--- config.mk ---
export PLATFORM = sky130hd
export DESIGN_NAME = pw_bit_rx
export DESIGN_NICKNAME = d
export VERILOG_FILES = /design/src/rtl/pw_bit_rx.sv
export SDC_FILE = /design/constraint.sdc
export NUM_CORES = 1
export LEC_CHECK = 0
export ABC_AREA = 1
export BUFFER_PORTS_ARGS = -buffer_cell sky130_fd_sc_hd__buf_2
export CORE_ASPECT_RATIO = 0.9
export CORE_UTILIZATION = 40
export CTS_BUF_LIST = sky130_fd_sc_hd__clkbuf_8 sky130_fd_sc_hd__clkbuf_16
export CTS_CLUSTER_DIAMETER = 80
export DETAILED_ROUTE_END_ITERATION = 8
export PLACE_DENSITY_LB_ADDON = 0.12
export SLEW_MARGIN = 20
export SYNTH_ARGS = -nofsm -noshare
export SYNTH_HDL_FRONTEND = slang
export SYNTH_SLANG_ARGS = --single-unit
--- constraint.sdc ---
create_clock -name aclk -period 5.1 [get_ports aclk]
set_clock_uncertainty 0.1 [all_clocks]
set_input_delay 0.255 -clock aclk [delete_from_list [all_inputs] [get_ports aclk]]
set_output_delay 0.255 -clock aclk [all_outputs]
set_load 0.02 [all_outputs]
--- src/rtl/pw_bit_rx.sv ---
`timescale 1ns/1ps
// pw_bit_rx -- pulse-width bit receiver with AXI-Stream output.
//
// Decodes a pulse-width line into bits. A high pulse of at least `threshold`
// cycles is a 1, and a shorter pulse is a 0. Bits are packed MSB-first into
// output words. A frame ends when the line stays low, or stays high, for
// `timeout` cycles. The final partial word of a frame is left-justified and
// flagged with tuser.
//
// Ports
//   aclk, areset          clock; synchronous active-high reset
//   rxd                   asynchronous pulse-width input, idles low
//   data_m_axis_*         decoded words (tdata/tlast/tuser/tvalid/tready)
//   cfg_s_axis_*          config {period, t_one, t_zero}; ready only when idle
//   overrun               sticky: a completed word was dropped; cleared by cfg
module pw_bit_rx #(
  parameter int COUNTER_WIDTH        = 32,
  parameter int DATA_AXIS_DATA_WIDTH = 8,
  parameter int CFG_AXIS_DATA_WIDTH  = COUNTER_WIDTH * 3
) (
  input  logic                            aclk,
  input  logic                            areset,
  input  logic                            rxd,
  output logic [DATA_AXIS_DATA_WIDTH-1:0] data_m_axis_tdata,
  output logic                            data_m_axis_tlast,
  output logic                            data_m_axis_tuser,
  output logic                            data_m_axis_tvalid,
  input  logic                            data_m_axis_tready,
  input  logic [CFG_AXIS_DATA_WIDTH-1:0]  cfg_s_axis_tdata,
  input  logic                            cfg_s_axis_tvalid,
  output logic                            cfg_s_axis_tready,
  output logic                            overrun
);
  localparam int CW  = COUNTER_WIDTH;
  localparam int DW  = DATA_AXIS_DATA_WIDTH;
  localparam int BCW = $clog2(DW + 1);

  typedef enum logic [1:0] {IDLE, HIGH, LOW} state_t;

  state_t          state, state_next;
  logic            rxd_meta, rxd_sync, rxd_prev, rise, fall;
  logic            cfg_loaded;
  logic [CW-1:0]   cfg_period, cfg_t_one, cfg_t_zero;
  logic [CW:0]     threshold, timeout;
  logic [CW-1:0]   hi_cnt, hi_next, lo_cnt, lo_next;
  logic            shift_en, shift_bit, frame_end, release_rise;
  logic [DW-1:0]   sr, sr_shifted, sr_after, partial;
  logic [BCW-1:0]  bit_cnt, bits_after;
  logic            word_done;
  // Pending holds one finished word. "armed" means a release was already
  // requested, so the word moves out as soon as the output register frees up.
  logic            pend_valid, pend_last, pend_user, pend_armed;
  logic [DW-1:0]   pend_data;
  // Tail parks a frame's partial word while pending is still occupied.
  logic            tail_valid;
  logic [DW-1:0]   tail_data;
  logic            p_valid, p_last, p_user, p_armed, t_valid;
  logic [DW-1:0]   p_data, t_data, out_d;
  logic            out_l, out_u, out_load, out_free, ovr_set, cfg_fire;

  assign cfg_s_axis_tready = (state == IDLE);
  assign cfg_fire          = cfg_s_axis_tvalid && cfg_s_axis_tready;
  assign threshold         = ({1'b0, cfg_t_one} + {1'b0, cfg_t_zero}) >> 1;
  assign timeout           = {cfg_period, 1'b0};
  assign out_free          = !data_m_axis_tvalid || data_m_axis_tready;

  // Two-flop synchronizer followed by registered edge pulses. Both edges see
  // the same delay, so the measured pulse widths are unchanged.
  // NOTE: sequential state uses non-blocking (<=) so that every flop samples
  // pre-edge values, whatever the order of the statements.
  always_ff @(posedge aclk) begin
    if (areset) begin
      rxd_meta <= 1'b0;
      rxd_sync <= 1'b0;
      rxd_prev <= 1'b0;
      rise     <= 1'b0;
      fall     <= 1'b0;
    end else begin
      rxd_meta <= rxd;
      rxd_sync <= rxd_meta;
      rxd_prev <= rxd_sync;
      rise     <= rxd_sync & ~rxd_prev;
      fall     <= ~rxd_sync & rxd_prev;
    end
  end

  // NOTE: every signal written here gets a default first; a path that leaves
  // a signal unassigned would infer a latch.
  always_comb begin
    state_next   = state;
    hi_next      = hi_cnt;
    lo_next      = lo_cnt;
    shift_en     = 1'b0;
    shift_bit    = 1'b0;
    frame_end    = 1'b0;
    release_rise = 1'b0;
    unique case (state)
      IDLE: if (rise && cfg_loaded) begin
        state_next = HIGH;
        hi_next    = CW'(1);
      end
      HIGH: if (fall) begin
        shift_en   = 1'b1;
        shift_bit  = ({1'b0, hi_cnt} >= threshold);
        state_next = LOW;
        lo_next    = CW'(1);
      end else if ({1'b0, hi_cnt} >= timeout) begin
        // A stuck-high line still counts as a 1, and it ends the frame.
        shift_en   = 1'b1;
        shift_bit  = 1'b1;
        frame_end  = 1'b1;
        state_next = IDLE;
      end else begin
        hi_next = (&hi_cnt) ? hi_cnt : hi_cnt + CW'(1);
      end
      LOW: if (rise) begin
        state_next   = HIGH;
        hi_next      = CW'(1);
        release_rise = 1'b1;
      end else if ({1'b0, lo_cnt} >= timeout) begin
        frame_end  = 1'b1;
        state_next = IDLE;
      end else begin
        lo_next = (&lo_cnt) ? lo_cnt : lo_cnt + CW'(1);
      end
      default: state_next = IDLE;
    endcase
  end

  // Shift datapath. The partial word is justified by shifting out stale bits.
  always_comb begin
    sr_shifted = {sr[DW-2:0], shift_bit};
    word_done  = shift_en && (bit_cnt == BCW'(DW - 1));
    sr_after   = shift_en ? sr_shifted : sr;
    if (!shift_en)      bits_after = bit_cnt;
    else if (word_done) bits_after = '0;
    else                bits_after = bit_cnt + BCW'(1);
    partial    = sr_after << (BCW'(DW) - bits_after);
  end

  // Word routing, oldest first: pending -> output, then tail -> pending, then
  // a newly completed word, and finally a new partial tail.
  always_comb begin
    p_valid = pend_valid;
    p_data  = pend_data;
    p_last  = pend_last;
    p_user  = pend_user;
    p_armed = pend_armed;
    t_valid = tail_valid;
    t_data  = tail_data;
    ovr_set = 1'b0;
    if (p_valid && (release_rise || frame_end)) p_armed = 1'b1;
    if (p_valid && frame_end && bits_after == '0 && !word_done) p_last = 1'b1;
    out_load = p_valid && p_armed && out_free;
    out_d    = p_data;
    out_l    = p_last;
    out_u    = p_user;
    if (out_load) p_valid = 1'b0;
    if (t_valid && !p_valid) begin
      {p_valid, p_data, p_last, p_user, p_armed} = {1'b1, t_data, 3'b111};
      t_valid = 1'b0;
    end
    if (word_done) begin
      if (!p_valid) {p_valid, p_data, p_last, p_user, p_armed} =
                      {1'b1, sr_shifted, frame_end, 1'b0, frame_end};
      else          ovr_set = 1'b1;
    end
    if (frame_end && bits_after != '0) begin
      if (!p_valid)      {p_valid, p_data, p_last, p_user, p_armed} = {1'b1, partial, 3'b111};
      else if (!t_valid) {t_valid, t_data} = {1'b1, partial};
      else               ovr_set = 1'b1;
    end
  end

  always_ff @(posedge aclk) begin
    if (areset) begin
      state              <= IDLE;
      hi_cnt             <= '0;
      lo_cnt             <= '0;
      sr                 <= '0;
      bit_cnt            <= '0;
      {pend_valid, pend_last, pend_user, pend_armed} <= '0;
      pend_data          <= '0;
      tail_valid         <= 1'b0;
      tail_data          <= '0;
      data_m_axis_tvalid <= 1'b0;
      data_m_axis_tdata  <= '0;
      data_m_axis_tlast  <= 1'b0;
      data_m_axis_tuser  <= 1'b0;
      cfg_loaded         <= 1'b0;
      cfg_period         <= '0;
      cfg_t_one          <= '0;
      cfg_t_zero         <= '0;
      overrun            <= 1'b0;
    end else begin
      state      <= state_next;
      hi_cnt     <= hi_next;
      lo_cnt     <= lo_next;
      if (shift_en) sr <= sr_shifted;
      bit_cnt    <= frame_end ? '0 : bits_after;
      {pend_valid, pend_last, pend_user, pend_armed} <= {p_valid, p_last, p_user, p_armed};
      pend_data  <= p_data;
      tail_valid <= t_valid;
      tail_data  <= t_data;
      if (out_load) begin
        data_m_axis_tvalid <= 1'b1;
        data_m_axis_tdata  <= out_d;
        data_m_axis_tlast  <= out_l;
        data_m_axis_tuser  <= out_u;
      end else if (data_m_axis_tvalid && data_m_axis_tready) begin
        data_m_axis_tvalid <= 1'b0;
        data_m_axis_tdata  <= '0;
        data_m_axis_tlast  <= 1'b0;
        data_m_axis_tuser  <= 1'b0;
      end
      if (cfg_fire) begin
        cfg_period <= cfg_s_axis_tdata[3*CW-1:2*CW];
        cfg_t_one  <= cfg_s_axis_tdata[2*CW-1:CW];
        cfg_t_zero <= cfg_s_axis_tdata[CW-1:0];
        cfg_loaded <= 1'b1;
        overrun    <= 1'b0;
      end else if (ovr_set) begin
        overrun <= 1'b1;
      end
    end
  end

endmodule
## After elaboration in Yosys (flattened, before gate mapping)

Cells that the tools add are included.
W data, S select, Z words.

- Bits in registers: 213
- Input bits: 101
- Output and inout port bits: 13
- Logic and storage cells: 156

- Add/subtract/negate cells: 5
- $lt $le $gt $ge: 3
- Equality and inequality tests: 14
- Shift operators: 1
- Multiplexer cells: 71
- Bitwise logic cells: 5
- Reduce and logical (&&, ||, !) cells: 31

Operators by type and width:

| kind | count |
|---|---|
| $mux W32 | 9 |
| $pmux W32 S3 | 1 |
| $ge A32 B33 Y1 | 2 |
| $add A32 B1 Y32 const B | 2 |
| $mux W8 | 8 |
| $pmux W32 S2 | 1 |
| $reduce_and A32 Y1 | 2 |
| $mux W1 | 43 |
| $add A32 B32 Y33 | 1 |
| $ge A32 B32 Y1 | 1 |
| $ne A2 B2 Y1 const B | 8 |
| $logic_and A1 B1 Y1 | 12 |
| $mux W2 | 5 |
| $mux W4 | 2 |
| $shl A8 B4 Y8 | 1 |
| $ne A3 B3 Y1 const B | 2 |
| $pmux W2 S3 | 1 |
| $reduce_and A3 Y1 | 2 |
| $reduce_and A6 Y1 | 1 |
| $reduce_and A5 Y1 | 1 |
| $add A4 B1 Y4 const B | 1 |
| $eq A4 B3 Y1 const B | 1 |
| $logic_not A4 Y1 | 1 |
| $reduce_bool A2 Y1 | 2 |
| other kinds (13) | 20 |

## Longest topological paths before layout

- Depth after elaboration: 18
- Mapped depth: 32
- Depth with buffers taken out: 32

## Worst setup path before layout

No wires, ideal clock.

- Path kind: register -> register
- From: register cfg_t_one[2]
- To: register tail_data[7]
- Setup time: 113 ps
- Arrival time: 3,580 ps
- Data required time: 4,887 ps
- Path slack: 1,307 ps
- Stages on the path, launching flop included: 31
- Buffers on the path: 0
- Cell sequence: dfxtp_1 -> ha_1 -> a21oi_1 -> o21ai_1 -> a21oi_1 -> o21ai_1 -> nand2_1 -> nand2_1 -> nand2_1 -> nand2_1 -> nand3b_1 -> nand2_1 -> a21oi_1 -> o21bai_1 -> nand2_1 -> nand2_1 -> nand2_1 -> nand2_1 -> ha_1 -> nand2_1 -> o21ai_0 -> a21o_1 -> nor2_1 -> nand4_1 -> o21ai_1 -> nand2_1 -> nand3_1 -> nand3_1 -> nand3_1 -> and2_1 -> nor2_1

- Longest elaborated chain between the ends: 6

Ends and longest elaborated chain:

| what | RTL line | source |
|---|---|---|
| from (decl) | 43 | `logic [CW-1:0] cfg_period, cfg_t_one, cfg_t_zero;` |
| from (signal assigned) | 218 | `cfg_t_one <= cfg_s_axis_tdata[2*CW-1:CW];` |
| $add A32 B32 Y33 | 63 | `assign threshold = ({1'b0, cfg_t_one} + {1'b0, cfg_t_zero}) >> 1;` |
| $ge A32 B32 Y1 | 104 | `shift_bit = ({1'b0, hi_cnt} >= threshold);` |
| $mux W1 | 102 | `HIGH: if (fall) begin` |
| $mux W1 | 97 | `unique case (state)` |
| $mux W8 | -- |  |
| $shl A8 B4 Y8 | 138 | `partial = sr_after << (BCW'(DW) - bits_after);` |
| to (signal assigned) | 204 | `tail_data <= t_data;` |
| to (decl) | 56 | `logic [DW-1:0] tail_data;` |

No other way between the ends.
A chain may end at the register's enable or synchronous reset.

## Final worst setup path

Ends and elaborated chain as after synthesis.

==> flow_summary.yaml <==
status:
  status: "finished, final reports clean"
floorplanning:
  initial_core_util_pct: 41.1
  die_x_um: 197
  dieArea_sq_mm: 0.0350
  io_pins: 114
  rows: 63
  coreArea_sq_mm: 0.0333
  die_h_um: 178
synthesis:
  syn_nets: 2245
  yosys_warnings: 0
  netlist_area_sq_mm: 0.0137
  syn_inst: 2010
  synth_top_flop_cell: "dfxtp_1"
  ys_seq_area_share_pct: 31.1
  synth_area_per_cell_sq_um: 6.82
  synth_edf_count: 0
  yosysUniqueCellTypes: 52
  synthArstFlopShare_pct: 0
  ys_ff_latch: 213
critical_path:
  r2r_end: "tail_data[7]$_SDFFE_PP0P_"
  critPathSlowestCell: "ha_1"
  startpoint: "cfg_t_one[2]$_SDFFE_PP0P_"
  required_ps: 5430
  path_max_fanout: 4
  crit_path_start_kind: "register"
  r2r-start: "cfg_t_one[2]$_SDFFE_PP0P_"
  cp_common_cell: "nand2_1"
  cpPeakStageDelay_ps: 350
  r2r_cells: 29
  ff2ff_setup_slack_ps: 610
  arrival_ps: 4830
  cp-end-kind: "register"
  path_class: "register to register"
global_routing:
  grt_pass1_vias: 12800
  antenna_found_initial: 0
  track_usage_pct: 22.9
  grt_max_degree: 92
  grt_pass1_wl_um: 65200
  gr-total-overflow: 0
min_path:
  min-delay-start: "areset"
  hold_end: "rxd_sync$_SDFF_PP0_"
  hold_depth: 2
  hold_path.class: "input pin to register"
pwr:
  pwr-share-seq_pct: 33.5
  p_clk_share_pct: 33.8
  intPower_mw: 3.74
  ir_worst_vdd_uv: 241
  p_per_area_mw_per_mm2: 353
  comb_power_share_pct: 32.7
  total_power_mw: 5.83
  p_leak_nw: 7.31
  p_sw_mw: 2.09
  swShare_pct: 35.9
clock_network:
  htreeDepth: 1
  cts.sinks: 213
  numCtsBuffers: 26
  cts_max_path_buffers: 3
  cts_setup_buffers: 0
  cts_tree: "yes"
  insertion_delay_ps: 550
  root_buffer: "clkbuf_16"
  clk_pin_slew_ps: 60
placement:
  dpl-instance-area_sq_mm: 0.0146
  place_congestion: 0.957
  numPortBuffers: 113
  dp_cells: 2524
  place_hpwl_um: 29500
finish:
  regArea_sq_mm: 0.00426
  finish.net_count: 2429
  insertedDiodeCount: 0
  drive_above_1_share_pct: 9.90
  finalNonFillerCells: 2668
  multiInputGateArea_sq_mm: 0.00841
  syn_to_final_growth_pct: 20.3
  final_area_sq_mm: 0.0165
  layout_commonest_cell: "nand2_1"
  mostFrequentLayoutCells: "425 x nand2_1, 308 x nor2_1, 213 x dfxtp_1"
  fillCellCount: 3423
timing:
  worst_pin_slew_ps: 902
  slew_headroom_pct: 39.9
  report.final.setup_viol: 0
  setup_tns_ps: 0
  fin_crit_ps: 4490
  slew_viol_final: 0
  rsz0062_at_grt: "false"
  finalHoldViolCount: 0
  fmax_mhz: 223
  timing.final.crit_share_pct: 88.1
  holdWs_ps: 71.5
detailed_routing:
  dr_total_vias: 13500
  ant_nets: 0
  routed_wl_um: 39500
  post_drt_wl_per_cell_um: 14.8
  via_per_inst: 5.05
  first_pass_iters: 5
  drt_iter0_markers: 952
  drc_errors: 0
job:
  max_cap_viol_count: 0
## kinds of logic (layout without fill, tap and decap cells)
group,after synthesis,after routing,synth area share (%)
XOR/XNOR,54,54,3.45
AO/OA/AOI/OAI,399,399,15.7
adder cells (fa/ha/maj),134,134,12.3
buffers and inverters,262,465,7.68
flip-flops,213,213,31.1
AND/OR/NAND/NOR,948,948,29.8
## per-layer routing
metal	vias up	wire length, um	track usage (%)
met5	-	0	0
met4	0	678	4.68
met3	47	2000	3.46
met2	312	17100	36.8
met1	6081	19800	32.3
li1	7027	-	-
## through the flow
stage | utilization (%) | setup slack, ps
6_report | 49.5 | 607
4_1_cts | 49.5 | 539
3_3_place_gp | 43.8 | 694
3_5_place_dp | 43.8 | 566
5_1_grt | 49.5 | 32.7
2_1_floorplan | - | 1310
## worst max path at each step
| stage | cells after the start | to | slack, ps |
|---|---|---|---|
| 5_1_grt | 30 | out_d[4]$_SDFF_PP0_ | 30 |
| 4_1_cts | 29 | tail_data[7]$_SDFFE_PP0P_ | 540 |
| 6_report | 29 | tail_data[7]$_SDFFE_PP0P_ | 610 |
| 3_5_place_dp | 29 | tail_data[7]$_SDFFE_PP0P_ | 570 |
| 3_3_place_gp | 29 | tail_data[7]$_SDFFE_PP0P_ | 690 |
| 2_1_floorplan | 30 | tail_data[7]$_SDFFE_PP0P_ | 1310 |
## state kept, by name, summed over array words and instances (netlist names), 32 cells and up, named ones only
signal and flops:
cfg_period 32, cfg_t_zero 32, cfg_t_one 32, lo_cnt 32, hi_cnt 32
## power by group through the flow
stage | Clock (mW) | Combinational, mW | Sequential, mW
2_1_floorplan | 0 | 1.38 | 1.96
3_3_place_gp | 0 | 1.83 | 1.98
3_5_place_dp | 0 | 1.85 | 1.99
4_1_cts | 2.03 | 1.92 | 1.96
5_1_grt | 2.09 | 2.19 | 1.98
6_report | 1.97 | 1.91 | 1.95
## worst max-delay path: cells and delay by family, from the launching register on
kind            cells  cell delay, ps
simple gates       19            1950
compound gates      8            1420
fa+ha+maj           2             610
flops               1             310
## timing repair
action                                  in CTS  in global routing
endpoints found under the setup margin       0                  4
hold endpoints to repair                    97                  0
hold buffers                                97                  0
gates resized for setup                      0                  1
## Yosys cell counts (3+ instances only)
cell	count	share of area, %
buf_6	4	0.33
o21ai_2	5	0.32
xnor2_1	32	2.0
nand3_2	6	0.44
nor3_1	47	1.7
ha_1	133	12
xor2_1	22	1.4
o21ai_1	16	0.58
o21ai_0	149	5.4
a31oi_1	6	0.27
a21oi_1	184	6.7
nor4_1	15	0.68
clkbuf_1	39	1.1
nand4_1	35	1.6
buf_2	3	0.11
nand3b_1	7	0.38
a21oi_2	3	0.19
o21bai_1	4	0.22
nand2_1	426	12
nand2_2	8	0.36
buf_1	9	0.25
a211oi_1	6	0.33
nand3_1	73	2.7
nor2_2	5	0.23
inv_2	8	0.22
nor2_1	308	8.4
dfxtp_1	213	31
o211ai_1	3	0.16
o21a_1	3	0.16
nand2_4	6	0.49
a21o_1	9	0.49
inv_1	194	5.3
## layout make-up
| cell class | count | area share, % |
|---|---|---|
| clock buffer | 35 | 4.76 |
| tap | 455 | 3.45 |
| multi-input combinational | 1535 | 51.0 |
| sequential | 213 | 25.8 |
| timing repair buffer | 214 | 9.49 |
| inverter | 204 | 4.65 |
| clock inverter | 12 | 0.804 |
Power figures use the tool's default switching activity.
